$ cat config.mk
export PLATFORM = sky130hd
export DESIGN_NAME = score_argmax_flat
export DESIGN_NICKNAME = d
export VERILOG_FILES = /design/src/rtl/score_argmax_if.sv /design/src/rtl/score_argmax.sv /design/src/flat_wrapper.sv
export SDC_FILE = /design/constraint.sdc
export NUM_CORES = 1
export LEC_CHECK = 0
export CORE_MARGIN = 2
export CORE_UTILIZATION = 38
export CTS_BUF_LIST = sky130_fd_sc_hd__clkbuf_2
export CTS_CLUSTER_DIAMETER = 100
export DETAILED_ROUTE_END_ITERATION = 7
export GPL_TIMING_DRIVEN = 0
export HOLD_SLACK_MARGIN = 0.06
export PLACE_DENSITY = 0.62
export SETUP_SLACK_MARGIN = 0.02
export SLEW_MARGIN = 30
export SYNTH_ARGS = -nofsm -noshare
export SYNTH_HDL_FRONTEND = slang
export SYNTH_SLANG_ARGS = --single-unit
export TNS_END_PERCENT = 20
$ cat constraint.sdc
create_clock -name clk -period 4.5 [get_ports clk]
set_clock_uncertainty 0.05 [all_clocks]
set_input_delay 0.9 -clock clk [delete_from_list [all_inputs] [get_ports clk]]
set_output_delay 0.9 -clock clk [all_outputs]
set_load 0.1 [all_outputs]
$ cat src/rtl/score_argmax_if.sv
// Score stream into the argmax stage and its decision output toward the display stage.
// The master drives scores; the slave (score_argmax) returns the decision pulse.
interface score_argmax_if #(
  parameter int W = 16
);
  logic                valid_in;
  logic signed [W-1:0] score_in;
  logic                last_in;
  logic [2:0]          decision;
  logic                valid_out;
  logic                frame_err;

  modport master (
    output valid_in, score_in, last_in,
    input  decision, valid_out, frame_err
  );

  modport slave (
    input  valid_in, score_in, last_in,
    output decision, valid_out, frame_err
  );
endinterface

$ cat src/rtl/score_argmax.sv
// Serial argmax over one frame of signed class scores with a confidence margin.
// Best/second tracking runs per beat; the decision registers one cycle after the closing beat.
module score_argmax #(
  parameter int          W           = 16,
  parameter int          NUM_CLASSES = 2,
  parameter int unsigned MARGIN      = 0
) (
  input logic           clk,
  input logic           rst_n,
  score_argmax_if.slave bus
);
  localparam logic [2:0]          LP_NUM    = 3'(NUM_CLASSES);
  localparam logic [2:0]          LP_ERR    = 3'd7;
  localparam logic signed [W-1:0] LP_MIN    = {1'b1, {(W-1){1'b0}}};
  localparam logic [W:0]          LP_MARGIN = (W+1)'(MARGIN);

  typedef enum logic {IDLE, ACCUM} state_t;

  state_t              r_state, w_state_nxt;
  logic signed [W-1:0] r_best, w_best_nxt;
  logic signed [W-1:0] r_second, w_second_nxt;
  logic [2:0]          r_best_idx, w_best_idx_nxt;
  logic [2:0]          r_count, w_count_nxt;
  logic                r_overrun, w_overrun_nxt;
  logic                r_close;
  logic [2:0]          r_decision;
  logic                r_valid_out;
  logic                r_frame_err;
  logic [W:0]          w_margin;
  logic                w_malformed;

  // NOTE: sequential state uses non-blocking assignments so every register samples pre-edge values.
  always_ff @(posedge clk or negedge rst_n) begin
    if (!rst_n) r_state <= IDLE;
    else        r_state <= w_state_nxt;
  end

  // NOTE: every output of this block is given a default first, so no path can infer a latch.
  always_comb begin
    w_state_nxt    = r_state;
    w_best_nxt     = r_best;
    w_second_nxt   = r_second;
    w_best_idx_nxt = r_best_idx;
    w_count_nxt    = r_count;
    w_overrun_nxt  = r_overrun;
    if (bus.valid_in) begin
      if (r_state == IDLE) begin
        w_best_nxt     = bus.score_in;
        w_best_idx_nxt = 3'd0;
        w_second_nxt   = LP_MIN;
        w_count_nxt    = 3'd1;
        w_overrun_nxt  = 1'b0;
      end else begin
        // Strict compares keep the lowest index on ties.
        if (r_count >= LP_NUM) begin
          w_overrun_nxt = 1'b1;
        end else if (bus.score_in > r_best) begin
          w_second_nxt   = r_best;
          w_best_nxt     = bus.score_in;
          w_best_idx_nxt = r_count;
        end else if (bus.score_in > r_second) begin
          w_second_nxt = bus.score_in;
        end
        if (r_count != 3'd7) w_count_nxt = r_count + 3'd1;
      end
      w_state_nxt = bus.last_in ? IDLE : ACCUM;
    end
  end

  // NOTE: datapath registers are reset too, so a frame cut by reset leaves no stale close or overrun.
  always_ff @(posedge clk or negedge rst_n) begin
    if (!rst_n) begin
      r_best     <= '0;
      r_second   <= '0;
      r_best_idx <= '0;
      r_count    <= '0;
      r_overrun  <= 1'b0;
      r_close    <= 1'b0;
    end else begin
      r_best     <= w_best_nxt;
      r_second   <= w_second_nxt;
      r_best_idx <= w_best_idx_nxt;
      r_count    <= w_count_nxt;
      r_overrun  <= w_overrun_nxt;
      r_close    <= bus.valid_in & bus.last_in;
    end
  end

  // best >= second always holds, so the sign-extended difference is a non-negative W+1-bit value.
  assign w_margin    = {r_best[W-1], r_best} - {r_second[W-1], r_second};
  assign w_malformed = (r_count != LP_NUM) || r_overrun;

  // A next frame's first beat may update the tracking registers on this same edge;
  // the decision reads their pre-edge values, which still describe the closed frame.
  always_ff @(posedge clk or negedge rst_n) begin
    if (!rst_n) begin
      r_decision  <= LP_ERR;
      r_valid_out <= 1'b0;
      r_frame_err <= 1'b0;
    end else begin
      r_valid_out <= r_close;
      r_frame_err <= r_close & w_malformed;
      if (r_close) begin
        if (w_malformed || (w_margin < LP_MARGIN)) r_decision <= LP_ERR;
        else                                       r_decision <= r_best_idx;
      end
    end
  end

  assign bus.decision  = r_decision;
  assign bus.valid_out = r_valid_out;
  assign bus.frame_err = r_frame_err;
endmodule
$ cat src/flat_wrapper.sv
// flat-port wrapper written by rule: the top's interface ports become plain ports
module score_argmax_flat 
#(
  parameter int          W           = 16,
  parameter int          NUM_CLASSES = 2,
  parameter int unsigned MARGIN      = 0
)
  (clk, rst_n, bus_valid_in, bus_score_in, bus_last_in, bus_decision, bus_valid_out, bus_frame_err);
  score_argmax_if #(.W(W)) bus_i ();
  input logic clk;
  input logic rst_n;
  input wire logic [$bits(bus_i.valid_in)-1:0] bus_valid_in;
  input wire logic [$bits(bus_i.score_in)-1:0] bus_score_in;
  input wire logic [$bits(bus_i.last_in)-1:0] bus_last_in;
  output wire logic [$bits(bus_i.decision)-1:0] bus_decision;
  output wire logic [$bits(bus_i.valid_out)-1:0] bus_valid_out;
  output wire logic [$bits(bus_i.frame_err)-1:0] bus_frame_err;
  assign bus_i.valid_in = bus_valid_in;
  assign bus_i.score_in = bus_score_in;
  assign bus_i.last_in = bus_last_in;
  assign bus_decision = bus_i.decision;
  assign bus_valid_out = bus_i.valid_out;
  assign bus_frame_err = bus_i.frame_err;
  score_argmax #(.W(W), .NUM_CLASSES(NUM_CLASSES), .MARGIN(MARGIN)) u_core (.clk(clk), .rst_n(rst_n), .bus(bus_i));
endmodule
==> results of run 1 <==
[routing by layer]
layer  routed length (um)  global-route usage
met2                 1507              0.2511
met1                 1299              0.1577
met3                  117             0.05087
met5                    0                   0
met4                   43             0.04575
[Yosys cell counts]
cell type | count | share of area
dfrtp_1 | 27 | 0.42
inv_1 | 20 | 0.046
ha_1 | 19 | 0.15
nand2_1 | 13 | 0.030
mux2_1 | 8 | 0.056
mux2_2 | 8 | 0.056
a21oi_1 | 7 | 0.022
nor2_1 | 5 | 0.012
mux2i_1 | 4 | 0.025
o21ai_0 | 4 | 0.012
and2_1 | 3 | 0.012
dfstp_2 | 3 | 0.049
a22o_1 | 2 | 0.011
nor3_1 | 2 | 0.0062
a2111o_1 | 1 | 0.0069
a2111oi_1 | 1 | 0.0062
a21boi_1 | 1 | 0.0046
a21o_1 | 1 | 0.0046
a31oi_4 | 1 | 0.013
and4_1 | 1 | 0.0054
buf_6 | 1 | 0.0069
nand3_1 | 1 | 0.0031
nand3b_1 | 1 | 0.0046
nand4_1 | 1 | 0.0039
nand4_2 | 1 | 0.0077
nor2b_1 | 1 | 0.0039
nor4_1 | 1 | 0.0039
o211ai_1 | 1 | 0.0046
o21bai_1 | 1 | 0.0046
o31ai_1 | 1 | 0.0046
o32a_1 | 1 | 0.0062
or3_4 | 1 | 0.0069
[cells by family (layout without fill, tap and decap cells)]
kind of cell,Yosys count,in the layout,share of synthesized area
mux,20,20,0.1358
simple gates,31,31,0.09878
flops,30,30,0.4653
compound gates,22,22,0.1003
buf+inv,21,53,0.05324
fa+ha+maj,19,19,0.1466
[state kept, by name (all words and copies together) (netlist names)]
signal,cells
u_core.r_count,3
u_core.r_overrun,1
u_core.r_state,1
u_core.r_close,1
u_core.bus.frame_err,1
u_core.bus.decision,3
u_core.r_best_idx,3
u_core.r_best,16
u_core.bus.valid_out,1
[where the power goes]
group / switching, mW / internal, mW / total, mW
registers: 0.0584 / 0.372 / 0.431
clock network: 0.0939 / 0.0390 / 0.133
logic: 0.254 / 0.222 / 0.476
[final timing paths]
| kind | from | end | slack [ns] | cells after the start |
|---|---|---|---|---|
| max | bus_score_in[15] | u_core.r_best[0]$_DFFE_PN0P_ | 1.05 | 9 |
| min | u_core.r_best_idx[1]$_DFFE_PN0P_ | u_core.r_best_idx[1]$_DFFE_PN0P_ | 0.47 | 1 |
| max reg2reg | u_core.r_best[15]$_DFFE_PN0P_ | u_core.r_best[0]$_DFFE_PN0P_ | 1.62 | 9 |
| min reg2reg | u_core.r_best_idx[1]$_DFFE_PN0P_ | u_core.r_best_idx[1]$_DFFE_PN0P_ | 0.47 | 1 |
| max in group asynchronous | rst_n | u_core.r_best[3]$_DFFE_PN0P_ | 3.44 | 1 |
| min in group asynchronous | rst_n | u_core.r_best[10]$_DFFE_PN0P_ | 0.50 | 1 |
[layout make-up]
cell class / count / area, um2
repair buffers: 24 / 235.2
clock inverters: 2 / 10.01
clock buffers: 6 / 30.03
plain buffers: 1 / 11.26
well taps: 50 / 62.56
multi-input cells: 92 / 780.7
fillers: 379 / 2098
flip-flops and latches: 30 / 754.5
inverters: 20 / 75.07
[per-stage QoR]
step	cell area (um2)	worst slack, ns
after detailed placement	1919	0.6396
after floorplan	1622	1.397
after global placement	1924	0.6583
after global routing	1959	0.8245
after CTS	1959	1.049
final	1959	1.050
[worst max-delay path: stages]
cell and delay (ns):
clkdlybuf4s50_1 0.42, ha_1 0.34, nand4_2 0.15, nor4_1 0.43
a21boi_1 0.28, o21bai_1 0.16, a31oi_4 0.40, buf_6 0.22
mux2_1 0.33
==> metrics, run 1 <==
Root Buffer clkbuf_2; CTS Buf Count 5; PortBufs 24; H-tree depth 2; leakage 0.9518 nW; fin crit period 3.450 ns; Max VDD drop 0.0002190 V; nets@finish 213; GP Congestion 0.7994; Die Area 0.004806 mm2; Die W 69.33 um; Clock Tree Buf Depth 2; final worst path period share 0.7667; Core Util, Final 0.4829; commonest non-fill, non-tap cells in the layout dfrtp_1 (27), clkdlybuf4s50_1 (23), inv_1 (20); post-CTS sizing 0; 1st-pass router iterations 2; total nets after synthesis 182; Seq cells post-synth 30; HPWL Detailed 2304 um; routed vias/inst 5.022; fraction of layout cells with a size suffix above 1 0.1371; Clock Pin Slew Worst Setup and Hold Paths 0.17 ns; Mapped Cells 143; RSZ-0062 raised after global routing no; CP Class in2reg; Power Total 1.039 mW; TritonCTS clock tree built; I/O pins 25; Worst setup EP type flop; Pins Over Slew Limit 0; GRT overflow 0; post-CTS setup buffers 0; critical path arrival 3.64 ns; number of diodes 0; most common cell after layout, fill and taps aside dfrtp_1; Hold Buf Count CTS 0; Non-Filler Instances 225; post-synth cell types 32; Pwr Density 530.5 mW/mm2; fmax 289.8 MHz; type of origin of the critical path input port; sequential area share after synthesis 0.4653; Detailed Route WL 2968 um; number of global-route vias before repair 1,245; antenna violations before repair 0; DRC Markers 0; slew margin rel. 0.3540; total clock sinks 30; synth warn 0; Final ANT Viol Nets 0; DR vias 1,130; Syn-to-layout area delta 20.83%; placed instance count 217; status complete, no violations; Die Y 69.33 um; Core Box Area 0.004058 mm2; smallest hold slack 0.4654 ns; endpoints failing setup 0; crit path max fanout 10; Total GRT Usage 0.1418; final hold viol count 0; final setup TNS 0 ns; total of max-cap violations 0; Row Count 23; Synth Cell Area 0.001622 mm2; required time worst endpoint 4.69 ns; DR iter-0 viols 46; Hold/Removal Path Class reg2reg; Worst Tran Pin Value 0.9659 ns; routed length per instance 13.19 um; Syn Area/Cell 11.34 um2; first-pass GRT wire length 5444 um; Clock Latency Late Sink 0.36 ns; Starting Density 0.3996; largest net degree at the start of global routing 31
Note: power is estimated with default switching activity, not from simulation.
==> run 2, diff against run 1 <==
Clock period 4.5 ns to 3.25 ns, I/O delays scaled along.
==> run 2 against run 1 <==
- utilization grew 0.52 points
- largest power group unchanged
- critical endpoint unchanged
- sequential share of layout area shrank 0.41 points
- die area is the same
- largest cell class unchanged
- clock power grew 38%
- first-iteration DRC count grew 11%
- via count grew 1.4%
- worst hold slack lost 0.21 ns
- design area grew 1.1%
- power grew 40%
- non-clock buffer count grew 2
- sequential power grew 38%
- final cell count grew 0.89%
==> metrics, run 2 (same netlist as run 1, synthesis figures left out) <==
CP startpoint bus_score_in[15]; CP Class in2reg; I/O pins 25 (unchanged); r2r startpoint u_core.r_best[15]$_DFFE_PN0P_; leakage 0.9611 nW (+0.98%); GRT overflow 0 (unchanged); most common cell after layout, fill and taps aside dfrtp_1; routed vias/inst 5.048 (+0.52%); DR vias 1,146 (+1.4%); Clock Tree Buf Depth 2 (unchanged); Worst setup EP type flop; commonest non-fill, non-tap cells in the layout dfrtp_1 (27), clkdlybuf4s50_1 (23), inv_1 (20); Die Y 69.33 um (unchanged); slowest stage delay, CP 0.43 ns (about the same); TritonCTS clock tree built; Row Count 23 (unchanged); critical path arrival 3.15 ns (-0.49 ns); nets@finish 215 (+0.94%); Largest delay share family, worst path compound AO/OA/AOI/OAI gates; Core Box Area 0.004058 mm2 (unchanged); routed length per instance 13.04 um (-1.1%); Final WS setup 0.2899 ns (-0.7597 ns); Max VDD drop 0.0003145 V (+44%); first-pass GRT wire length 5444 um (unchanged); RSZ-0062 raised after global routing no; total of max-cap violations 0 (unchanged); Root Buffer clkbuf_2; Worst Tran Pin Value 0.9659 ns (unchanged); Buf/Inv on CP 2 (unchanged); PortBufs 24 (unchanged); total clock sinks 30 (unchanged); GP Congestion 0.7994 (unchanged); Pwr Density 735.7 mW/mm2 (+39%); cell breakdown of the critical path clkdlybuf4s50_1 > ha_1 > nand4_2 > nor3_1 > a2111o_1 > or3_4 > a31oi_4 > buf_6 > mux2_1; fraction of layout cells with a size suffix above 1 0.1525 (+0.01540); fin crit period 2.960 ns; DRC Markers 0 (unchanged); Hold Buf Count CTS 0 (unchanged); Final ANT Viol Nets 0 (unchanged); H-tree depth 2 (unchanged); fmax 337.8 MHz; Starting Density 0.3996 (unchanged); HPWL Detailed 2304 um (unchanged); endpoints failing setup 0 (unchanged); crit path max fanout 10 (unchanged); largest net degree at the start of global routing 31 (unchanged); smallest hold slack 0.2543 ns (-0.2111 ns); final hold viol count 0 (unchanged); Pins Over Slew Limit 0 (unchanged); slowest CP cell a2111o_1; required time worst endpoint 3.44 ns (-1.25 ns); Hold/Removal Path Class in2async; Die Area 0.004806 mm2 (unchanged); Die W 69.33 um (unchanged); Clock Latency Late Sink 0.36 ns (about the same); type of origin of the critical path input port; Total GRT Usage 0.1418 (unchanged); Clock Pin Slew Worst Setup and Hold Paths 0.17 ns (about the same); final worst path period share 0.9108; pre-CTS setup slack -0.3604 ns (-1.000 ns); R2R Setup Slk 0.62 ns (-1.00 ns); CTS Buf Count 5 (unchanged); status complete, no violations; max FFs per register 16 (unchanged); DR iter-0 viols 51 (+11%); antenna violations before repair 0 (unchanged); Detailed Route WL 2961 um (-0.24%); slew margin rel. 0.3540 (unchanged); Syn-to-layout area delta 22.15%; number of global-route vias before repair 1,245 (unchanged); Biggest register u_core.r_best; number of diodes 0 (unchanged); 1st-pass router iterations 4 (+2)
## run 2: cell count changes in the layout (fill, tap and decap cells not counted)
cell    before  now
nor4_1       1    0
buf_4        0    2
nor4_2       0    1
## run 2: worst paths after layout
check | endpoint | cells past startpoint
max reg2reg | u_core.r_best[0]$_DFFE_PN0P_ | 9
min reg2reg | u_core.r_best[14]$_DFFE_PN0P_ | 1
max | u_core.r_best[0]$_DFFE_PN0P_ | 9
min | u_core.r_best[10]$_DFFE_PN0P_ | 1
max in group asynchronous | u_core.r_count[2]$_DFFE_PN0P_ | 1
min in group clk | u_core.r_best[14]$_DFFE_PN0P_ | 1
## run 2: area by class of cell
type                            instances  area, um2
Sequential cell                        30      754.5
Timing Repair Buffer                   26      250.2
Fill cell                             380       2077
Multi-Input combinational cell         92      787.0
Inverter                               20      75.07
Buffer                                  1      11.26
Tap cell                               50      62.56
Clock inverter                          2      10.01
Clock buffer                            6      30.03
## run 2: timing repair
item,4_1_cts,5_1_grt
resized for setup,0,1
setup endpoints to repair,0,15
setup buffers,0,2
## run 2: per-stage QoR
stage               cell area, um2  TNS [ns]  power [mW]  std cells    util
global route                  1981         0       1.602        227  0.4881
floorplan                     1622         0       1.102        143       -
global placement              1924    -4.276       1.240        217  0.4743
detailed placement            1919    -4.464       1.277        217  0.4730
CTS                           1959         0       1.464        225  0.4829
finish                        1981         0       1.457        227  0.4881
## run 2: power breakdown
group | internal [mW] | switching [mW]
Clock | 0.0541 | 0.130
Sequential | 0.515 | 0.0809
Combinational | 0.320 | 0.357
Total | 0.890 | 0.568
## run 2: routing by layer
| layer | GRT usage | share of wire | vias to the layer above |
|---|---|---|---|
| met3 | 0.05087 | 0.039 | 5 |
| met2 | 0.2511 | 0.50 | 18 |
| met5 | 0 | 0 | - |
| li1 | - | - | 562 |
| met1 | 0.1577 | 0.44 | 561 |
| met4 | 0.04575 | 0.014 | 0 |
